--- config.mk ---
export PLATFORM = sky130hd
export DESIGN_NAME = reg_bank_fwd
export DESIGN_NICKNAME = d
export VERILOG_FILES = /design/src/rtl/reg_bank_fwd.sv
export SDC_FILE = /design/constraint.sdc
export NUM_CORES = 1
export LEC_CHECK = 0
export CORE_ASPECT_RATIO = 0.9
export CORE_MARGIN = 2
export CORE_UTILIZATION = 25
export CTS_CLUSTER_SIZE = 8
export DETAILED_ROUTE_END_ITERATION = 8
export PLACE_DENSITY = 0.4
export SYNTH_ARGS = -nofsm -noshare
export SYNTH_HDL_FRONTEND = slang
export SYNTH_SLANG_ARGS = --single-unit
--- constraint.sdc ---
create_clock -name clk -period 2.8 [get_ports clk]
set_clock_uncertainty 0.1 [all_clocks]
set_input_delay 0.56 -clock clk [delete_from_list [all_inputs] [get_ports clk]]
set_output_delay 0.56 -clock clk [all_outputs]
set_load 0.02 [all_outputs]
--- src/rtl/reg_bank_fwd.sv ---
// Operand-fetch register bank with built-in EX/DM/WB forwarding unit.
// Optional ZERO_REG_EN: hard-wired zero register at address 0.
module reg_bank_fwd #(
  parameter int DATA_W = 8,
  parameter int ADDR_W = 5,
  parameter int DEPTH  = 32
) (
  input  logic              clk,
  input  logic              reset,
  input  logic              stall,
  input  logic [ADDR_W-1:0] rs_a,
  input  logic [ADDR_W-1:0] rs_b,
  input  logic [ADDR_W-1:0] rd,
  input  logic              rd_vld,
  input  logic              wr_en,
  input  logic [ADDR_W-1:0] wr_addr,
  input  logic [DATA_W-1:0] wr_data,
  input  logic [DATA_W-1:0] ans_ex,
  input  logic [DATA_W-1:0] ans_dm,
  input  logic [DATA_W-1:0] ans_wb,
  input  logic [DATA_W-1:0] imm,
  input  logic              imm_sel,
  output logic [DATA_W-1:0] A,
  output logic [DATA_W-1:0] B,
  output logic [1:0]        fwd_sel_a,
  output logic [1:0]        fwd_sel_b
);

  typedef struct packed {
    logic              vld;
    logic [ADDR_W-1:0] addr;
  } tag_t;

`ifdef ZERO_REG_EN
  localparam bit ZERO = 1'b1;
`else
  localparam bit ZERO = 1'b0;
`endif

  localparam logic [ADDR_W:0] DEPTH_L = (ADDR_W+1)'(DEPTH);

  logic [DATA_W-1:0] bank_q [DEPTH];
  logic [DATA_W-1:0] op_a_q, op_b_q;
  logic [DATA_W-1:0] op_a_d, op_b_d;
  logic [ADDR_W-1:0] src_a_q, src_b_q;
  tag_t              tag_cur_q, tag_ex_q;
  tag_t              tag_dm_q, tag_wb_q;
  logic              wr_ok;

  function automatic logic in_rng(
    input logic [ADDR_W-1:0] ad
  );
    return ({1'b0, ad} < DEPTH_L);
  endfunction

  function automatic logic is_zero(
    input logic [ADDR_W-1:0] ad
  );
    return ZERO && (ad == '0);
  endfunction

  function automatic logic hit(
    input tag_t              t,
    input logic [ADDR_W-1:0] src
  );
    return t.vld && (t.addr == src)
      && !is_zero(src);
  endfunction

  function automatic logic [1:0] fsel(
    input tag_t              ex,
    input tag_t              dm,
    input tag_t              wb,
    input logic [ADDR_W-1:0] src
  );
    logic [1:0] s;
    s = 2'b00;
    if (hit(ex, src))      s = 2'b01;
    else if (hit(dm, src)) s = 2'b10;
    else if (hit(wb, src)) s = 2'b11;
    return s;
  endfunction

  always_comb begin
    wr_ok = wr_en && in_rng(wr_addr)
      && !is_zero(wr_addr);
  end

  // Read ports with write-through of a same-edge bank write
  always_comb begin
    op_a_d = '0;
    if (in_rng(rs_a) && !is_zero(rs_a)) begin
      if (wr_ok && (wr_addr == rs_a))
        op_a_d = wr_data;
      else
        op_a_d = bank_q[rs_a];
    end
  end

  always_comb begin
    op_b_d = '0;
    if (in_rng(rs_b) && !is_zero(rs_b)) begin
      if (wr_ok && (wr_addr == rs_b))
        op_b_d = wr_data;
      else
        op_b_d = bank_q[rs_b];
    end
  end

  always_ff @(posedge clk or negedge reset) begin
    if (!reset) begin
      for (int i = 0; i < DEPTH; i++)
        bank_q[i] <= DATA_W'(i);
    end else if (wr_ok) begin
      bank_q[wr_addr] <= wr_data;
    end
  end

  always_ff @(posedge clk or negedge reset) begin
    if (!reset) begin
      op_a_q    <= '0;
      op_b_q    <= '0;
      src_a_q   <= '0;
      src_b_q   <= '0;
      tag_cur_q <= '0;
      tag_ex_q  <= '0;
      tag_dm_q  <= '0;
      tag_wb_q  <= '0;
    end else if (!stall) begin
      op_a_q    <= op_a_d;
      op_b_q    <= op_b_d;
      src_a_q   <= rs_a;
      src_b_q   <= rs_b;
      tag_cur_q <= '{vld: rd_vld, addr: rd};
      tag_ex_q  <= tag_cur_q;
      tag_dm_q  <= tag_ex_q;
      tag_wb_q  <= tag_dm_q;
    end else begin
      // Held operands snoop the write port so they never go stale
      if (wr_ok && (wr_addr == src_a_q))
        op_a_q <= wr_data;
      if (wr_ok && (wr_addr == src_b_q))
        op_b_q <= wr_data;
    end
  end

  always_comb begin
    fwd_sel_a = fsel(tag_ex_q, tag_dm_q,
                     tag_wb_q, src_a_q);
    fwd_sel_b = fsel(tag_ex_q, tag_dm_q,
                     tag_wb_q, src_b_q);
  end

  always_comb begin
    unique case (fwd_sel_a)
      2'b01:   A = ans_ex;
      2'b10:   A = ans_dm;
      2'b11:   A = ans_wb;
      default: A = op_a_q;
    endcase
  end

  always_comb begin
    unique case (fwd_sel_b)
      2'b01:   B = ans_ex;
      2'b10:   B = ans_dm;
      2'b11:   B = ans_wb;
      default: B = op_b_q;
    endcase
    if (imm_sel) B = imm;
  end

endmodule

# Word level (Yosys, flattened, before mapping)
# Cells that the tools add are included.
dict set report classes {
  n_lt_le_gt_ge 4
  n_eq_ne 18
  muxes 24
  bitwise_logic 3
  reduce_logical 11
}
# operator n
set ops {}
lappend ops {{256-bit bitwise mux} 1}
lappend ops {{8-bit two-way mux} 12}
lappend ops {{8-bit binary-select mux with 5-bit select} 2}
lappend ops {{5-bit == test} 10}
lappend ops {{8-bit case mux with 3 select lines} 2}
lappend ops {{8-bit demux with 5-bit select} 1}
lappend ops {{6-bit greater-or-equal comparator, second input constant} 3}
lappend ops {{5-bit inverter with 6-bit output} 3}
lappend ops {{2-bit two-way mux} 6}
lappend ops {{1-bit logical AND} 11}
lappend ops {{2-bit == test, second input constant} 4}
lappend ops {{6-bit by 1-bit less-than comparator with 1-bit output, second input constant} 1}
lappend ops {{2-bit by 1-bit == test with 1-bit output, second input constant} 2}
lappend ops {{2-bit by 1-bit inequality test with 1-bit output, second input constant} 2}
dict set report totals {
  ff_bits 306
  input_bits 66
  output_inout_bits 20
  wordCells 104
}

# Depth between registers and ports, before layout
# Gate-level depths: netlist (run 1).
dict set report logic_depth {
  ltp_word 8
  depth_mapped 9
  ltp_nobuf 5
}

# Worst setup path after synthesis (run 1)
# Ideal clock, no wire load.
dict set report synth_path {
  path_kind {register -> output}
  start {register src_b_q[3]}
  end {output port B[0]}
  arrival_time_ns 2.225
  required_time_ns 2.140
  setup_slack_ns -0.085
  stages_incl_launch_ff 8
  path_buffers 2
  cell_sequence {dfrtp_1 -> clkbuf_1 -> xor2_1 -> nor4_4 -> and2_1 -> buf_2 -> o311ai_0 -> a222oi_1}
}
dict set report synth_between {
  elab_chain_len 8
  word_cells_on_any_way 14
  cone_classes {eq/ne (6); mux (5); reduce/logical (3)}
}
# item line
set synth_rtl {}
lappend synth_rtl {{start, declared} 45} ;# logic [ADDR_W-1:0] src_a_q, src_b_q;
lappend synth_rtl {{start signal, assigned} 133} ;# src_b_q <= rs_b;
lappend synth_rtl {{5-bit == test} 66} ;# return t.vld && (t.addr == src)
lappend synth_rtl {{1-bit logical AND} 66}
lappend synth_rtl {{2-bit two-way mux} 80} ;# else if (hit(wb, src)) s = 2'b11;
lappend synth_rtl {{2-bit two-way mux} 79} ;# else if (hit(dm, src)) s = 2'b10;
lappend synth_rtl {{2-bit two-way mux *} 78} ;# if (hit(ex, src)) s = 2'b01;
lappend synth_rtl {{2-bit == test or 2-bit by 1-bit == test with 1-bit output (tied branches)} 164} ;# unique case (fwd_sel_b)
lappend synth_rtl {{8-bit case mux with 3 select lines *} 164}
lappend synth_rtl {{8-bit two-way mux *} 170} ;# if (imm_sel) B = imm;
lappend synth_rtl {{end, declared} 24} ;# output logic [DATA_W-1:0] B,
# Every way passes the cells marked *; elsewhere a longest branch is shown, timed or not.

# Worst setup path after layout (run 1)
dict set report layout_path {
  start {register tag_ex_q[2] (netlist name)}
  end {output port A[7]}
}
dict set report layout_between {
  elab_chain_len 5
  word_cells_on_any_way 7
  cone_classes {eq/ne (4); mux (2); reduce/logical (1)}
}
# item line
set layout_rtl {}
lappend layout_rtl {{start, declared} 46} ;# tag_t tag_cur_q, tag_ex_q;
lappend layout_rtl {{start signal, assigned} 135} ;# tag_ex_q <= tag_cur_q;
lappend layout_rtl {{5-bit == test *} 66}
lappend layout_rtl {{1-bit logical AND *} 66}
lappend layout_rtl {{2-bit two-way mux *} 78}
lappend layout_rtl {{2-bit == test or 2-bit by 1-bit == test with 1-bit output (tied branches)} 155} ;# unique case (fwd_sel_a)
lappend layout_rtl {{8-bit case mux with 3 select lines *} 155}
lappend layout_rtl {{end, declared} 23} ;# output logic [DATA_W-1:0] A,
# Marked as above.

==> metrics, run 1 <==
run status=finished with violations; violations in the final reports=negative setup slack; largest vdd supply drop=345 µV; die area=70,600 µm²; startpoint type of the worst setup path=register; worst setup slack after layout=-0.364 ns; depth of the most critical reg-to-reg path=5; cell leakage power=9.16 nW; sequential element share of the synthesized area=45.3%; Util after Layout=33.2%; Power per Cell Area=666 nW/µm²; vias in the first global route=12,500; flop2flop setup slack=0.49 ns; layout cells sized above 1=55.3%; overall routing resource usage=16.9%; Die Ht=252 µm; largest buffer count on any clock path=3; effective utilization at floorplan=25.4%; slew of the pin with the lowest slew margin=0.927 ns; startpoint of the lowest-slack hold path=stall; Final Slew Violations=0; input/output buffers=85; type of the setup path with the least slack=reg -> out; Post-Synthesis Net Count=1,313; startpoint of the lowest-slack register-to-register path=bank_q[150]; final cell count without fillers=2,401; worst hold path type=in -> reg; number of clock sinks=306; count of flip-flops with a built-in enable after synthesis=0; switching fraction of total power=29.2%; clock group share of total power=34.0%; Crit path required time=2.14 ns; # placed instances=2,308; detailed-route DRC error count=0; number of nets with antenna violations after detailed routing=0; post-synthesis cell area=17,100 µm²; overflow left after global routing=0; Final GP Congestion=0.853; Psw=4.35 mW; shortest clock period the worst path allows after layout=3.16 ns; endpoint of the lowest-slack register-to-register path=op_a_q[6]; total number of vias=12,000; First DRT Iteration DRCs=664; portion of total power attributed to combinational logic=25.2%; vias per inst=5.01; synth unique cells=55; clock tree from TritonCTS=built; number of H-tree levels=2; data arrival time of the critical path=2.50 ns; number of iterations in the first detailed-routing pass=5; area of the core region=67,300 µm²; library cell used as clock root buffer=clkbuf_16; relative slew slack=37.4%; total wire length after detailed routing=59.5 mm; HPWL after detailed placement=42.9 mm; maximum frequency from static timing analysis=316 MHz; maximum net fanout on the critical path=5; average routed wire per standard cell=24.8 µm; type of element capturing the critical path=output port; Avg Inst Size Synth=13.7 µm²; Die X=280 µm; count of standard-cell rows=90; CTS clock-pin slew for the worst setup and hold paths=0.05 ns; cell depth of the worst min-delay path=4; post-placement setup slack=-0.337 ns; signed area change from the synthesized netlist to the final layout=30.6%; number of storage elements in the synthesis netlist=306; final setup violating endpoints=18; top flip-flop cell by instance count after synthesis=dfrtp_1; final count of hold timing violations=0; wire length of the first global-routing pass=87.8 mm; ys async rst share=100%; total I/O pin count=86; antenna violations before repair=3; number of clock buffers inserted by TritonCTS=44; Int Power=10.5 mW; maximum number of pins on one net before global-route repair=69; fraction of the cycle the final worst path needs=113%; sequential share of power=40.8%; RSZ-0062 raised after global routing=yes; Maximum Capacitance Violations=0; filler cell count=6,685; warning count from the yosys run=0; clock latency reported for the late side of the worst-skew pair=0.57 ns; synthesized instance count=1,247; # nets final=1,562; Worst Hold Path EP=op_a_q[6]
cells by family after synthesis:
| family | count (synthesis) | synth area share, % |
|---|---|---|
| buffers and inverters | 125 | 3.50 |
| xor gates and xnor gates | 50 | 2.56 |
| DFF | 306 | 45.3 |
| and+or+nand+nor | 186 | 6.08 |
| muxes | 431 | 36.7 |
| AOI/OAI and AO/OA | 149 | 5.85 |
layout by cell type (no fill, tap or decap), types with 9 or more instances in the layout:
master           count
mux2_2             274
dfrtp_1            221
buf_4              178
mux4_2             113
dfstp_2             80
clkdlybuf4s50_1     57
nand2_1             53
clkbuf_16           46
buf_12              40
o22ai_1             32
mux2i_1             31
clkbuf_1            28
xor2_1              22
buf_6               21
xnor2_1             20
o21ai_0             20
nor2_1              19
nand3b_1            19
nand3_1             18
inv_1               17
a21oi_1             13
o21ai_2             11
nor4_1              11
mux4_1              11
buf_2               11
o21ai_4              9
a22o_1               9
a221o_1              9
synthesized netlist by cell type (8+ instances only):
cell,count,area [µm²]
clkbuf_1,52,195
buf_4,13,97.6
xnor2_1,22,193
o22ai_1,32,200
buf_1,12,45.0
inv_1,17,63.8
mux4_2,113,2540
a21oi_1,14,70.1
o311ai_0,8,70.1
buf_2,25,125
dfrtp_1,226,5660
mux4_1,11,289
nor3b_1,8,60.1
a222oi_1,8,80.1
o21ai_0,45,225
a22o_1,9,78.8
nor4_1,14,87.6
dfstp_2,80,2100
nand2_1,57,214
mux2i_1,31,310
xor2_1,28,245
and3_1,10,62.6
nor2_1,19,71.3
nand3b_1,19,143
a221o_1,9,90.1
mux2_2,274,3090
nand3_1,19,95.1
flip-flops by register name, summed over array words and instances, names as in the netlist:
signal,count
op_b_q,8
tag_wb_q,6
tag_ex_q,6
tag_dm_q,6
bank_q,256
src_b_q,5
src_a_q,5
op_a_q,8
tag_cur_q,6
per-layer routing:
layer	global-route usage (%)	vias to the layer above	routed length [µm]
met2	26.5	318	27100
met5	0	-	0
met1	24.3	6317	28100
met4	4.25	0	1370
met3	2.75	83	2960
li1	-	5317	-
what timing repair did:
item | 4_1_cts | 5_1_grt
cloned | 1 | 1
setup buffers | 9 | 6
endpoints found under the setup margin | 20 | 20
pin swaps | 12 | 32
hold buffers | 1 | 0
endpoints found under the hold margin | 45 | 0
resized for setup | 156 | 85
power groups by stage:
stage	Clock, mW	Combinational [mW]	Sequential [mW]
5_1_grt	5.43	4.01	6.20
2_1_floorplan	0	2.23	5.87
6_report	5.06	3.76	6.07
3_5_place_dp	0	3.58	6.12
4_1_cts	5.22	3.64	6.06
3_3_place_gp	0	3.55	6.09
worst max-delay path by stage:
stage                start   end  slack (ns)
4_1_cts         src_b_q[2]  B[6]       -0.39
6_report       tag_ex_q[2]  A[7]       -0.36
5_1_grt         src_b_q[0]  B[2]       -0.55
3_5_place_dp    src_b_q[2]  B[4]       -0.34
3_3_place_gp    src_b_q[2]  B[6]       -0.35
2_1_floorplan   src_b_q[2]  B[1]       -0.02
per-stage QoR:
step	instance area (µm²)	hold slack, ns	power (mW)	setup TNS (ns)
2_1_floorplan	17100	0.164	8.11	-0.167
3_3_place_gp	20600	0.383	9.63	-7.49
3_5_place_dp	20600	0.394	9.70	-6.75
4_1_cts	22000	0.341	14.9	-5.94
5_1_grt	22400	0.381	15.6	-7.74
6_report	22400	0.373	14.9	-5.25
area by class of cell:
type | count | area, µm² | share of cell area, %
Antenna cell | 1 | 2.50 | 0.0112
Clock inverter | 2 | 17.5 | 0.0784
Timing Repair Buffer | 311 | 3060 | 13.7
Clock buffer | 74 | 1240 | 5.57
Sequential cell | 306 | 7760 | 34.7
Tap cell | 874 | 1090 | 4.89
Multi-Input combinational cell | 816 | 9100 | 40.7
Inverter | 17 | 63.8 | 0.285
worst max-delay path: stages, from the launching register on:
cell,delay (ns)
dfrtp_2,0.44
buf_6,0.15
xor2_4,0.18
nor4_4,0.31
buf_4,0.16
and3_4,0.22
buf_12,0.13
nand2_1,0.05
o21ai_1,0.10
buf_2,0.20
Note: power is estimated with default switching activity, not from simulation.
==> inputs of run 2 (changes only) <==
--- a/config.mk
+++ b/config.mk
@@ -10,7 +10,8 @@
 export CORE_UTILIZATION = 25
 export CTS_CLUSTER_SIZE = 8
 export DETAILED_ROUTE_END_ITERATION = 8
-export PLACE_DENSITY = 0.4
+export GPL_TIMING_DRIVEN = 0
+export SETUP_SLACK_MARGIN = 0.4
 export SYNTH_ARGS = -nofsm -noshare
 export SYNTH_HDL_FRONTEND = slang
 export SYNTH_SLANG_ARGS = --single-unit
==> metrics, run 2 (synthesized netlist as in run 1, its figures left out) <==
commonest cells after routing, fill and taps aside=274 x mux2_2, 223 x dfrtp_1, 113 x mux4_2; worst hold path type=reg -> reg; crit path max-delay cell type=dfrtp_1; sum of routed wire segments on met1=25.5 mm; number of clock buffers inserted by TritonCTS=44; fraction of the cycle the final worst path needs=119%; final cell count without fillers=2,329; data arrival time of the critical path=2.66 ns; vias per inst=5.37; final sum of negative setup slack=-6.90 ns; die area=70,600 µm²; average routed wire per standard cell=25.5 µm; filler cell count=6,584; Die Ht=252 µm; delay of the slowest critical-path stage=0.38 ns; multi-input logic area=9460 µm²; First DRT Iteration DRCs=1,396; total I/O pin count=86; worst setup slack after layout=-0.524 ns; number of clock sinks=306; layout cells sized above 1=54.2%; Final GP Congestion=0.949; effective utilization at floorplan=25.4%; area of the core region=67,300 µm²; Critical path origin=src_b_q[3]; vias in the first global route=12,600; total wire length after detailed routing=59.5 mm; HPWL after detailed placement=41.3 mm; number of iterations in the first detailed-routing pass=8; Final Slew Violations=0; startpoint of the lowest-slack register-to-register path=bank_q[150]; Util after Layout=32.4%; power consumption=14.8 mW; library cell used as clock root buffer=clkbuf_16; maximum number of pins on one net before global-route repair=109; Sequential cell area=7760 µm²; met3 layer wire length in the routed design=6.58 mm; shortest clock period the worst path allows after layout=3.32 ns; total number of vias=12,500; type of element capturing the critical path=output port; clock tree from TritonCTS=built; Power per Cell Area=679 nW/µm²; routed length on met2=25.6 mm; cells along the critical path=buf_8 -> xor2_4 -> nor4_4 -> buf_4 -> and2_4 -> buf_6 -> o311ai_1 -> a222oi_1 -> buf_2; RSZ-0062 raised after global routing=yes; largest vdd supply drop=355 µV; startpoint type of the worst setup path=register; # placed instances=2,201; detailed-route DRC error count=0; Largest regs=bank_q (256), op_a_q (8), op_b_q (8); wire length of the first global-routing pass=85.5 mm; Highest Signal Layer=met5; largest register by flop count=bank_q; count of standard-cell rows=90; largest buffer count on any clock path=3; slew of the pin with the lowest slew margin=0.979 ns; relative slew slack=34.8%; type of the setup path with the least slack=reg -> out; input/output buffers=78; maximum net fanout on the critical path=5; violations in the final reports=negative setup slack; flip-flop count of the largest register after layout=256; number of nets with antenna violations after detailed routing=0; signed area change from the synthesized netlist to the final layout=27.3%; clock latency reported for the late side of the worst-skew pair=0.56 ns; run status=finished with violations; maximum frequency from static timing analysis=301 MHz; startpoint of the lowest-slack hold path=tag_cur_q[2]; Maximum Capacitance Violations=0; overflow left after global routing=0; final count of hold timing violations=0; Crit path required time=2.14 ns; commonest non-fill, non-tap cell in the layout=mux2_2; CTS clock-pin slew for the worst setup and hold paths=0.05 ns; antenna violations before repair=6; overall routing resource usage=16.4%; # nets final=1,486; number of H-tree levels=2; Die X=280 µm; cell leakage power=8.68 nW; final setup violating endpoints=20
[run 2: changes by cell type in the layout (fill, tap and decap cells not counted), sizes merged]
| cell | change |
|---|---|
| buf | -124 |
| clkbuf | +47 |
| clkdlybuf4s50 | -5 |
| clkdlybuf4s15 | +3 |
| dlymetal6s2s | +3 |
| clkinv | +2 |
| dlygate4sd2 | +1 |
| nand3 | +1 |
[run 2: worst paths after layout]
path                                end  slack, ns  depth (start not counted)
setup reg to reg              op_b_q[6]       0.56                          5
max in group asynchronous   bank_q[124]       0.75                          4
hold / removal             tag_cur_q[2]       0.40                          1
setup / recovery                   B[5]      -0.52                          9
min in group asynchronous  tag_cur_q[1]       0.45                          2
hold reg to reg            tag_cur_q[2]       0.40                          1
[run 2: critical path, delay by kind of cell, from the launching register on]
| kind | cells | cell delay (ns) |
|---|---|---|
| compound gates | 2 | 0.45 |
| xor+xnor | 1 | 0.18 |
| buf+inv | 4 | 0.68 |
| flops | 1 | 0.38 |
| simple gates | 2 | 0.42 |
[run 2: where the power goes]
group / total (mW) / switching [mW] / internal, mW / leakage [nW]
sequential: 6.09 / 0.656 / 5.43 / 3.68
combinational: 3.66 / 1.69 / 1.98 / 4.40
clock: 5.04 / 2.06 / 2.99 / 0.608
[run 2: cell type report]
cell class | count | area share [%]
clock inverter | 4 | 0.126
clock buffer | 76 | 5.70
multi-input combinational | 817 | 43.4
sequential | 306 | 35.6
inverter | 17 | 0.293
timing repair buffer | 126 | 6.20
antenna | 1 | 0.0115
tap | 874 | 5.02
buffer | 108 | 3.66
[run 2: metrics by stage]
step / setup WS [ns] / hold WS [ns] / cell area [µm²]
after floorplan: -0.0211 / 0.164 / 17200
after global placement: -11.85 / 0.378 / 19100
after detailed placement: -1.74 / 0.390 / 19100
after CTS: -0.550 / 0.407 / 21200
after global routing: -0.621 / 0.425 / 21800
final: -0.524 / 0.404 / 21800
[run 2: timing repair]
item,4_1_cts,5_1_grt
endpoints found under the hold margin,11,0
setup buffers,24,18
setup endpoints to repair,195,288
gates resized for setup,289,98
hold buffers,1,0
cloned,2,2
pin swaps,47,40
[run 2: per-layer routing]
metal  vias up  track usage, %
met4         4            4.55
met2       648            24.2
met1      6579            22.9
met3       122            5.60
li1       5160               -
met5         -               0
==> patch 1 (flow settings as in run 2) <==
Add a define of `ZERO_REG_EN`.
--- a/src/rtl/reg_bank_fwd.sv
+++ b/src/rtl/reg_bank_fwd.sv
@@ -1,5 +1,7 @@
 // Operand-fetch register bank with built-in EX/DM/WB forwarding unit.
 // Optional ZERO_REG_EN: hard-wired zero register at address 0.
+`define ZERO_REG_EN
+
 module reg_bank_fwd #(
   parameter int DATA_W = 8,
   parameter int ADDR_W = 5,
Behaviour: not the same (a bounded check fails within 4 cycles, from zero or initial values and one cycle with reset low).
==> patch 1 against run 2 <==
The flow still finishes with violations (negative setup slack); routed wire length up 17%; total power increased by 0.37%; worst setup slack lost 0.23 ns; hold slack lost 0.022 ns; sequential cell count stayed put; register-to-register slack gained 0.07 ns; final area is 6.5% higher; first-iteration DRC count shrank 6.9%; area after synthesis grew 4.2%; critical endpoint is now B[0]; largest cell class unchanged.
==> patch 1: results (changes against run 2) <==
\begin{tabular}{lr}
\hline
Metric & Value \\
\hline
\multicolumn{2}{l}{\textbf{Place}} \\
\quad DP Worst Slack & -1.703 ns (+0.03408 ns) \\
\quad IO buf count & 77 (-1.3\%) \\
\quad RePlAce Congestion & 0.9937 (+4.7\%) \\
\quad Total half-perimeter wirelength after legalization and detailed placement & 48.58 mm (+18\%) \\
\quad Post-Place Cell Area & 0.02022 sq mm (+5.8\%) \\
\multicolumn{2}{l}{\textbf{Final layout}} \\
\quad Fill count & 6964 (+5.8\%) \\
\quad Fraction of final layout cells with drive strength greater than 1 & 50.09\% (-4.1 points) \\
\quad Utilization after layout & 33.01\% (+0.65 points) \\
\quad Reg with most FFs & bank\_q \\
\quad Final net count & 1754 (+18\%) \\
\multicolumn{2}{l}{\textbf{Critical path}} \\
\quad R2R setup slack & 0.63 ns (+0.07 ns) \\
\quad Largest driver fanout on the critical path & 7 (+2) \\
\quad CP Data Arrival Time & 2.90 ns (+0.24 ns) \\
\quad Max stage delay cell, worst path & or4\_4 \\
\quad Longest individual stage delay on the worst path & 0.52 ns (+0.14 ns) \\
\multicolumn{2}{l}{\textbf{GRT}} \\
\quad Via count of the first global-routing pass & 14594 (+16\%) \\
\quad Largest net degree at the start of global routing & 123 (+13\%) \\
\quad Global-route usage over all layers & 18.42\% (+2.0 points) \\
\quad Initial antenna violation count & 4 (-2) \\
\quad Global-route wire length before repair & 100.8 mm (+18\%) \\
\multicolumn{2}{l}{\textbf{Timing}} \\
\quad Worst-Margin Slew & 1.074 ns (+0.09554 ns) \\
\quad Setup Viol. Count Final & 20 (unchanged) \\
\quad Worst Hold Margin & 0.3826 ns (-0.02152 ns) \\
\quad Final setup margin & -0.7588 ns (-0.2347 ns) \\
\multicolumn{2}{l}{\textbf{Outcome}} \\
\quad Violated checks & negative setup slack \\
\quad Result of the run & complete, but fails checks \\
\multicolumn{2}{l}{\textbf{Pwr}} \\
\quad Net Sw Frac & 30.62\% (+0.89 points) \\
\quad Maximum VDD drop & 0.0004163 V (+17\%) \\
\quad Static leakage & 9.364 nW (+7.9\%) \\
\multicolumn{2}{l}{\textbf{Routing}} \\
\quad Count of TritonRoute iterations in the first routing pass & 6 (-2) \\
\quad Drt wl/cell & 26.13 um (+2.3\%) \\
\quad Routed vias/inst & 5.395 (+0.41\%) \\
\quad Number of DRC violations after detailed-routing iteration 0 & 1299 (-6.9\%) \\
\multicolumn{2}{l}{\textbf{Synth}} \\
\quad Post-synthesis sequential area ratio & 43.48\% (-1.8 points) \\
\quad Yosys cell types & 65 (+18\%) \\
\quad Most frequent cells after synthesis & mux2\_2, dfrtp\_1, clkbuf\_1 \\
\quad Post-Syn Nets & 1583 (+21\%) \\
\multicolumn{2}{l}{\textbf{Clock network}} \\
\quad Insertion delay of the later-clocked pin in the worst-skew pair & 0.56 ns (about the same) \\
\hline
\end{tabular}
[patch 1: cell count changes in the layout (fill, tap and decap cells not counted), sizes merged, moves of 15 or more]
| cell | change |
|---|---|
| clkbuf | +37 |
| o22ai | +31 |
| nor2 | +29 |
| o21ai | -19 |
| mux4 | -93 |
| nor2b | +27 |
| a211oi | +24 |
| nor3 | +36 |
| o211ai | +15 |
| a21oi | +15 |
| mux2 | +124 |
| mux2i | +31 |
| a2111oi | +17 |
[patch 1: cells by family (layout without fill, tap and decap cells)]
group	Yosys count	after routing	synth area share, %
compound gates	251	251	10.01
xor+xnor	50	50	2.454
buf+inv	158	364	3.836
flops	306	306	43.48
mux	493	493	32.76
other cells	0	1	0
simple gates	259	259	7.454
[patch 1: path summary, 6_finish.rpt]
path	cells after the start	start	endpoint
max in group asynchronous	3	reset	bank_q[81]
hold reg to reg	1	bank_q[252]	bank_q[252]
setup reg to reg	5	bank_q[6]	op_b_q[6]
min in group asynchronous	2	reset	tag_wb_q[1]
hold / removal	1	bank_q[252]	bank_q[252]
setup / recovery	10	src_b_q[1]	B[0]
[patch 1: layout make-up]
cell class | count | share of cell area (%)
Clock inverter | 3 | 0.1455
Tap cell | 940 | 5.065
Clock buffer | 78 | 5.292
Inverter | 25 | 0.4042
Timing Repair Buffer | 126 | 5.750
Multi-Input combinational cell | 1053 | 46.03
Sequential cell | 306 | 33.41
Buffer | 132 | 3.896
Antenna cell | 1 | 0.01078
[patch 1: per-layer routing]
| metal | vias up | share of wire, % | track usage, % |
|---|---|---|---|
| li1 | 6045 | - | - |
| met1 | 7373 | 43 | 25.03 |
| met2 | 778 | 43 | 27.61 |
| met3 | 174 | 10 | 5.222 |
| met4 | 2 | 4.0 | 7.068 |
| met5 | - | 0.016 | 0 |
[patch 1: repair_timing]
action,CTS,global route
endpoints found under the setup margin,188,137
gates cloned,2,0
buffers inserted,25,17
pin swaps,28,25
hold endpoints to repair,69,0
hold buffers,1,0
resized for setup,351,71
[patch 1: power by group through the flow]
stage / clock [W] / sequential [W] / combinational (W)
2_1_floorplan: 0 / 0.00585 / 0.00237
3_3_place_gp: 0 / 0.00601 / 0.00330
3_5_place_dp: 0 / 0.00606 / 0.00337
4_1_cts: 0.00507 / 0.00600 / 0.00370
5_1_grt: 0.00526 / 0.00613 / 0.00403
6_report: 0.00500 / 0.00603 / 0.00382
[patch 1: worst reg2reg max path, cell delays in order, from the launching register on]
cell	delay [ns]
dfrtp_1	0.39
mux4_2	0.48
mux2i_1	0.26
nor2_1	0.09
o41ai_2	0.55
o211ai_1	0.16
[patch 1: through the flow]
step	TNS, ns	instances
3_5_place_dp	-109.01	2538
6_report	-12.84	2664
2_1_floorplan	0	1517
4_1_cts	-12.56	2646
3_3_place_gp	-3463.34	2534
5_1_grt	-14.42	2663
==> patch 2 (config.mk and constraints of run 2) <==
Without the edit above. Reset style: synchronous (`reset`), changed in 2 clocked blocks.
--- a/src/rtl/reg_bank_fwd.sv
+++ b/src/rtl/reg_bank_fwd.sv
@@ -107,7 +107,7 @@
     end
   end
 
-  always_ff @(posedge clk or negedge reset) begin
+  always_ff @(posedge clk) begin
     if (!reset) begin
       for (int i = 0; i < DEPTH; i++)
         bank_q[i] <= DATA_W'(i);
@@ -116,7 +116,7 @@
     end
   end
 
-  always_ff @(posedge clk or negedge reset) begin
+  always_ff @(posedge clk) begin
     if (!reset) begin
       op_a_q    <= '0;
       op_b_q    <= '0;
Formal check against the unedited RTL: differs if reset is asserted again (counterexample within 4 cycles, from zero or initial values and one cycle with reset low); with reset held inactive, the same outputs for 4 cycles.
==> patch 2 against run 2 <==
Routed wire length is 19% higher; worst setup slack worse by 0.19 ns; synthesized cell count is 10% higher; hold slack worse by 0.055 ns; largest cell class unchanged; core utilization is 1.3 points higher; area after synthesis is 0.36% higher; the flow still finishes with violations (negative setup slack); count of clock-buffer cells in the layout is 17 lower; sequential power is 12% lower; global-route usage is 2.9 points higher; first-iteration DRC count is 33% higher; sequential cell count stayed put; final area is 5.7% higher; total power is 16% lower.
==> patch 2: results (changes against run 2) <==
\begin{tabular}{lr}
\hline
Metric & Value \\
\hline
\multicolumn{2}{l}{\textbf{Timing}} \\
\quad Final setup margin & -0.7175 ns (-0.1934 ns) \\
\quad Worst Hold Margin & 0.3491 ns (-0.05507 ns) \\
\quad Setup Viol. Count Final & 20 (unchanged) \\
\quad Worst-Margin Slew & 0.9594 ns (-0.01913 ns) \\
\quad Setup total negative slack & -11.07 ns (-4.174 ns) \\
\multicolumn{2}{l}{\textbf{Outcome}} \\
\quad Violated checks & negative setup slack \\
\quad Result of the run & complete, but fails checks \\
\multicolumn{2}{l}{\textbf{GRT}} \\
\quad Met1 Resource Use GR & 25.93\% (+3.0 points) \\
\quad Largest net degree at the start of global routing & 12 (-89\%) \\
\quad Global-route wire length before repair & 98.46 mm (+15\%) \\
\quad Grt met3 use & 5.851\% (+0.25 points) \\
\multicolumn{2}{l}{\textbf{Place}} \\
\quad Total half-perimeter wirelength after legalization and detailed placement & 48.57 mm (+17\%) \\
\multicolumn{2}{l}{\textbf{Routing}} \\
\quad Count of TritonRoute iterations in the first routing pass & 5 (-3) \\
\quad Met2 wire length & 30.22 mm (+18\%) \\
\quad Met3 WL & 8.664 mm (+32\%) \\
\quad Routed vias/inst & 5.616 (+4.5\%) \\
\multicolumn{2}{l}{\textbf{Critical path}} \\
\quad CP Data Arrival Time & 2.86 ns (+0.20 ns) \\
\quad Launching element of the worst setup path & src\_a\_q[2] \\
\quad CP endpoint & A[6] \\
\quad Longest individual stage delay on the worst path & 0.47 ns (+0.09 ns) \\
\quad Reg-to-reg critical path endpoint & op\_a\_q[4] \\
\multicolumn{2}{l}{\textbf{Hold path}} \\
\quad Hold WC Path Type & in -> reg \\
\quad Worst Hold Endpoint & src\_b\_q[4] \\
\quad Worst Hold Launch & rs\_b[4] \\
\multicolumn{2}{l}{\textbf{Die}} \\
\quad Full die area & 0.07083 sq mm (+0.35\%) \\
\multicolumn{2}{l}{\textbf{Synth}} \\
\quad Post-synthesis sequential area ratio & 50.58\% (+5.3 points) \\
\quad Most instantiated flip-flop cell in the synthesis netlist & edfxtp\_1 \\
\quad Synthesized area divided by synthesized cell count & 12.47 sq um (-9.1\%) \\
\quad Multiplexer share of the synthesized area & 20.70\% (-16 points) \\
\quad Post-Syn Nets & 1443 (+9.9\%) \\
\quad Area fraction in compound gates after synthesis & 7.590\% (+1.7 points) \\
\multicolumn{2}{l}{\textbf{Pwr}} \\
\quad Static leakage & 7.922 nW (-8.8\%) \\
\multicolumn{2}{l}{\textbf{Final layout}} \\
\quad Multi-input logic cell count & 920 (+13\%) \\
\quad Layout buffer count excluding clock buffers & 309 (+32\%) \\
\quad Non-clock inverter count in the final layout & 8 (-9) \\
\multicolumn{2}{l}{\textbf{Clock network}} \\
\quad Post-CTS Setup Bufs & 63 (+160\%) \\
\hline
\end{tabular}
-- patch 2: cell count changes in the layout (fill, tap and decap cells not counted), moves of 30 or more --
| cell | run 2 | this run |
|---|---|---|
| nor3_1 | 1 | 32 |
| mux4_2 | 113 | 80 |
| and2_1 | 2 | 145 |
| or3_1 | 5 | 87 |
| buf_6 | 38 | 68 |
| dfxtp_1 | 0 | 41 |
| nor2_1 | 6 | 60 |
| mux2i_1 | 29 | 83 |
| dfrtp_1 | 223 | 0 |
| mux2_2 | 274 | 44 |
| dfstp_2 | 80 | 0 |
| edfxtp_1 | 0 | 256 |
-- patch 2: power breakdown --
group / internal, W / switching, W / total (W) / leakage, nW
sequential: 0.00518 / 0.000151 / 0.00533 / 2.89
combinational: 0.000915 / 0.00124 / 0.00216 / 4.44
clock: 0.00294 / 0.00199 / 0.00493 / 0.589
total: 0.00904 / 0.00339 / 0.0124 / 7.92
